**config.mk**
```make
export PLATFORM = sky130hd
export DESIGN_NAME = game_monitor
export DESIGN_NICKNAME = d
export VERILOG_FILES = /design/src/rtl/game_pkg.sv /design/src/rtl/sat_counter.sv /design/src/rtl/game_monitor.sv
export SDC_FILE = /design/constraint.sdc
export NUM_CORES = 1
export LEC_CHECK = 0
export ABC_AREA = 1
export CORE_MARGIN = 4
export CORE_UTILIZATION = 45
export DETAILED_ROUTE_END_ITERATION = 10
export PLACE_DENSITY = 0.77
export SYNTH_ARGS = -nofsm -noshare
export SYNTH_HDL_FRONTEND = slang
export SYNTH_HIERARCHICAL = 1
export SYNTH_SLANG_ARGS = --single-unit
```
**constraint.sdc**
```tcl
create_clock -name clock -period 1.8 [get_ports clock]
set_input_delay 0.36 -clock clock [delete_from_list [all_inputs] [get_ports clock]]
set_output_delay 0.36 -clock clock [all_outputs]
set_load 0.03 [all_outputs]
```
**src/rtl/game_pkg.sv**
```systemverilog
// Shared types for the game result monitor: board cell values, result codes
// and the monitor FSM state encoding.
package game_pkg;

    localparam logic [1:0] EMPTY = 2'd0;
    localparam logic [1:0] X     = 2'd1;
    localparam logic [1:0] O     = 2'd2;

    typedef enum logic [1:0] {
        ABANDON = 2'd0,
        XWIN    = 2'd1,
        OWIN    = 2'd2,
        TIE     = 2'd3
    } res_code_e;

    typedef enum logic [1:0] {
        PLAY   = 2'd0,
        REPORT = 2'd1,
        HOLD   = 2'd2
    } state_e;

    // A single clear winner gets its code; both or neither counts as a tie.
    function automatic res_code_e classify(input logic win_x, input logic win_o);
        if (win_x && !win_o) begin
            return XWIN;
        end else if (win_o && !win_x) begin
            return OWIN;
        end else begin
            return TIE;
        end
    endfunction

endpackage

```
**src/rtl/sat_counter.sv**
```systemverilog
// Saturating up-counter used for every tally of the game monitor.
module sat_counter #(
    parameter int W = 8
) (
    input  logic         clock,
    input  logic         reset_n,
    input  logic         inc,
    output logic [W-1:0] count
);

    logic [W-1:0] r_count;

    // Count up on inc, sticking at all-ones instead of wrapping.
    always_ff @(posedge clock) begin
        if (!reset_n) begin
            r_count <= {W{1'b0}};
        end else if (inc && (r_count != {W{1'b1}})) begin
            r_count <= r_count + W'(1);
        end else begin
            r_count <= r_count;
        end
    end

    assign count = r_count;

endmodule

```
**src/rtl/game_monitor.sv**
```systemverilog
// Watches the game stage, offers one result per game over a valid/ready
// handshake and keeps tallies. Optional abandon timeout: GAME_MONITOR_TIMEOUT_EN.
module game_monitor
    import game_pkg::*;
#(
    parameter int CNT_W   = 8,
    parameter int TIMEOUT = 255
) (
    input  logic             clock,
    input  logic             reset_n,
    input  logic             winX,
    input  logic             winO,
    input  logic             finished,
    input  logic             res_ready,
    output logic             res_valid,
    output logic [1:0]       res_code,
    output logic [CNT_W-1:0] x_wins,
    output logic [CNT_W-1:0] o_wins,
    output logic [CNT_W-1:0] ties,
    output logic [CNT_W-1:0] games,
    output logic             error
);

    state_e    r_state;
    res_code_e r_code;
    logic      r_valid;
    logic      r_error;
    logic      w_viol;
    logic      w_enter;
    res_code_e w_new_code;

`ifdef GAME_MONITOR_TIMEOUT_EN
    localparam int TW = $clog2(TIMEOUT + 1);
    logic [TW-1:0] r_timer;

    // Cycles spent in PLAY without a result; cleared whenever PLAY is left.
    always_ff @(posedge clock) begin
        if (!reset_n) begin
            r_timer <= {TW{1'b0}};
        end else if ((r_state == PLAY) && !w_enter) begin
            r_timer <= r_timer + TW'(1);
        end else begin
            r_timer <= {TW{1'b0}};
        end
    end
`else
    logic w_unused_timeout;
    assign w_unused_timeout = (TIMEOUT == 0);
`endif

    // Decide whether this edge starts a report and with which code.
    always_comb begin
        w_viol     = (winX & winO) | ((winX | winO) & ~finished);
        w_enter    = 1'b0;
        w_new_code = ABANDON;
        if ((r_state == PLAY) && finished) begin
            w_enter    = 1'b1;
            w_new_code = classify(winX, winO);
        end
`ifdef GAME_MONITOR_TIMEOUT_EN
        else if ((r_state == PLAY) && (r_timer == TW'(TIMEOUT - 1))) begin
            w_enter    = 1'b1;
            w_new_code = ABANDON;
        end
`endif
        else begin
            w_enter    = 1'b0;
            w_new_code = ABANDON;
        end
    end

    // Result FSM with registered valid/code and sticky protocol error.
    always_ff @(posedge clock) begin
        if (!reset_n) begin
            r_state <= PLAY;
            r_valid <= 1'b0;
            r_code  <= ABANDON;
            r_error <= 1'b0;
        end else begin
            r_error <= r_error | w_viol;
            case (r_state)
                PLAY: begin
                    if (w_enter) begin
                        r_state <= REPORT;
                        r_valid <= 1'b1;
                        r_code  <= w_new_code;
                    end else begin
                        r_state <= PLAY;
                        r_valid <= 1'b0;
                    end
                end
                REPORT: begin
                    if (res_ready) begin
                        r_state <= HOLD;
                        r_valid <= 1'b0;
                    end else begin
                        r_state <= REPORT;
                        r_valid <= 1'b1;
                    end
                end
                HOLD: begin
                    r_valid <= 1'b0;
                    if (!finished) begin
                        r_state <= PLAY;
                    end else begin
                        r_state <= HOLD;
                    end
                end
                default: begin
                    r_state <= PLAY;
                    r_valid <= 1'b0;
                end
            endcase
        end
    end

    // Tallies bump on the same edge that enters REPORT.
    logic w_inc_x, w_inc_o, w_inc_t;
    assign w_inc_x = w_enter && (w_new_code == XWIN);
    assign w_inc_o = w_enter && (w_new_code == OWIN);
    assign w_inc_t = w_enter && (w_new_code == TIE);

    sat_counter #(.W(CNT_W)) u_x_wins (.clock(clock), .reset_n(reset_n), .inc(w_inc_x), .count(x_wins));
    sat_counter #(.W(CNT_W)) u_o_wins (.clock(clock), .reset_n(reset_n), .inc(w_inc_o), .count(o_wins));
    sat_counter #(.W(CNT_W)) u_ties   (.clock(clock), .reset_n(reset_n), .inc(w_inc_t), .count(ties));
    sat_counter #(.W(CNT_W)) u_games  (.clock(clock), .reset_n(reset_n), .inc(w_enter), .count(games));

    assign res_valid = r_valid;
    assign res_code  = r_code;
    assign error     = r_error;

endmodule
```
==> run_results.csv <==
group,metric,value,unit
run_status,status,"completed",
grt,grt_pass1_vias,1945,
setup_path,worstPathArrival,1.38,ns
job,cap_violations,0,
setup_path,critPathLaunchType,"register",
logic_synthesis,synth_commonest_cells,"nand2_1, nor2_1, inv_1, dfxtp_1, nand3_1",
cells_and_area,fin_area,0.00279,mm^2
sta,fmax,576,MHz
min_path,hp-class,"register to register",
logic_synthesis,synthArstFlopShare,0,%
logic_synthesis,synth_top_family_by_area,"simple AND/OR/NAND/NOR gates",
cells_and_area,fin_util,58.4,%
floorplan,rows,25,
setup_path,path_cells,"clkdlybuf4s50_1",
logic_synthesis,synth_seq_area_share,33.6,%
cells_and_area,drive_gt1_share,12.1,%
grt,grt_overflow,0,
sta,setup_violations,0,
setup_path,cp-end-kind,"output pin",
sta,finalHoldViolations,0,
cts,clk_pin_slew,0.07,ns
power_and_ir_drop,peakVddDrop,0.368,mV
cts,clk_root_buffer_cell,"clkbuf_8",
logic_synthesis,synth.distinct_cells,19,
logic_synthesis,synthFlopType,"dfxtp_1",
power_and_ir_drop,powerDensity,601,mW/mm^2
cts,htreeDepth,2,
setup_path,worst-path-max-fanout,5,
logic_synthesis,syn_nets,352,
cts,cts_tree,"done",
cts,cts.sinks,38,
sta,grt_setup_unrepaired,"no",
cts,numCtsBuffers,5,
grt,antenna_found_initial,0,
grt,grt_first_pass_wirelength,8.24,mm
cells_and_area,area_growth,23.3,%
cells_and_area,nFillCells,474,
logic_synthesis,synth_xor_area_share,0,%
sta,timing.hold.ws,0.484,ns
floorplan,fp.dieW,78.9,um
logic_synthesis,synth-simple-area-share,42.8,%
cells_and_area,final_nets,400,
floorplan,core,0.00479,mm^2
cells_and_area,antennaDiodeCount,0,
logic_synthesis,yosysTopAreaCell,"dfxtp_1",
logic_synthesis,yosysMostFrequentCell,"nand2_1",
setup_path,path_class,"register to output pin",
detailed_routing,firstDrtPassIters,4,
setup_path,crit_slowest_cell,"clkdlybuf4s50_1",
logic_synthesis,synth_edf_count,0,
power_and_ir_drop,p_leak,1.36,nW
logic_synthesis,synth-seq-cells,38,
logic_synthesis,synth_top_area_share,33.6,%
detailed_routing,avgViaCountPerCell,4.73,
floorplan,die-area,0.00623,mm^2
grt,grtUsageTotal,16.3,%
detailed_routing,wl_per_cell,10.6,um
detailed_routing,drt_drc_violations_left,0,
place,gp_congestion,0.795,
sta,finalCritPeriodShare,96.4,%
logic_synthesis,ys_warn_count,6,
logic_synthesis,synthAdderAreaFrac,2.21,%
setup_path,cp_top_family,"buffers and inverters",
logic_synthesis,syn-cell-area,0.00226,mm^2
sta,fin_skew,0.00714,ns
logic_synthesis,synth-compound-area-share,7.07,%
logic_synthesis,synthTopCellsByArea,"dfxtp_1, nand2_1, nor2_1",
sta,relSlewSlack,77.7,%
logic_synthesis,syn_avg_cell_area,6.62,um^2
setup_path,crit_buf_inv,1,
cts,cts_buffer_depth,2,
cts,clk_latency,0.29,ns
grt,grt_max_degree,36,
logic_synthesis,synthMuxAreaShare,0,%
sta,fin_crit,1.74,ns
sta,tightest_slew,0.333,ns
detailed_routing,wl,4.86,mm
power_and_ir_drop,total_power,0.00168,W
sta,slew_violations,0,
setup_path,cpPeakStageDelay,0.69,ns
place,io_buffer_count,41,
place,post-dp-hpwl,3.49,mm
detailed_routing,drt_iter0_drc,90,
logic_synthesis,syn_inst,342,
floorplan,ios,42,
setup_path,worst_ep_required_time,1.44,ns
floorplan,start_util,47.3,%
detailed_routing,vias,2161,
place,placed_cell_area,0.00272,mm^2
sta,tns,0,ns
floorplan,die_h,78.9,um
cts,hold_buffers,0,
detailed_routing,postRouteAntennaNets,0,
kinds of logic after synthesis:
logic type	Yosys count
buffers and inverters	60
AOI/OAI and AO/OA	30
and+or+nand+nor	210
adders and majority gates	4
DFF	38
worst paths after layout:
kind / startpoint / to / slack [ns] / cells after the start
min: u_games/count[6] / u_games/count[6] / 0.48 / 2
min reg2reg: u_games/count[6] / u_games/count[6] / 0.48 / 2
max reg2reg: r_state[0] / u_ties/count[4] / 0.40 / 9
max: u_x_wins/count[1] / x_wins[1] / 0.06 / 1
stage by stage:
stage,instances,setup WS (ns)
2_1_floorplan,342,0.370
6_report,457,0.0645
3_5_place_dp,450,-0.0157
3_3_place_gp,450,0.0188
4_1_cts,457,0.00446
5_1_grt,457,0.000354
power by group:
group | switching (W) | total [W] | internal, W
Combinational | 0.000139 | 0.000240 | 0.000101
Sequential | 0.0000262 | 0.000892 | 0.000866
Clock | 0.000279 | 0.000546 | 0.000267
sequential cells by signal, indices dropped and copies added (netlist names):
| signal | cells |
|---|---|
| u_o_wins/count | 8 |
| u_x_wins/count | 8 |
| r_state | 2 |
| error | 1 |
| res_valid | 1 |
| res_code | 2 |
| u_games/count | 8 |
| u_ties/count | 8 |
layer usage:
metal / GRT usage [%] / part of all wire (%) / routed length [um] / vias up
met2: 27.2 / 47 / 2300 / 40
li1: - / - / - / 1152
met1: 20.2 / 47 / 2300 / 964
met3: 4.08 / 3.9 / 190 / 5
met5: 0 / 0 / 0 / -
met4: 6.01 / 1.3 / 64 / 0
tightest hold or removal path, cell delays in order (launching register included):
cell and delay [ns]:
dfxtp_1 0.34, inv_1 0.06, a21oi_1 0.05
layout make-up:
| type | count | area, um^2 | area share (%) |
|---|---|---|---|
| inverters | 48 | 180 | 6.45 |
| well taps | 67 | 83.8 | 3.00 |
| multi-input cells | 244 | 1180 | 42.2 |
| flip-flops and latches | 38 | 761 | 27.2 |
| repair buffers | 53 | 513 | 18.4 |
| clock buffers | 7 | 76.3 | 2.73 |
layout by cell type, fill, tap and decap left out:
master,instances
a21oi_1,25
nor2_2,12
nand2_1,84
inv_1,44
nand2_2,4
dfxtp_1,38
dlygate4sd2_1,10
buf_4,11
nand2_4,1
clkbuf_8,5
buf_12,1
nor2_4,1
dlymetal6s2s_1,5
nor2_1,58
clkdlybuf4s50_1,26
nand3b_1,9
a21o_1,4
ha_1,4
inv_2,4
nand3_1,33
nand3_2,8
o21ai_0,1
clkbuf_1,2
what timing repair did:
item / in CTS / in global routing
setup buffers: 0 / 0
gates resized for setup: 10 / 5
setup endpoints to repair: 10 / 5
(Power assumes the default switching activity.)
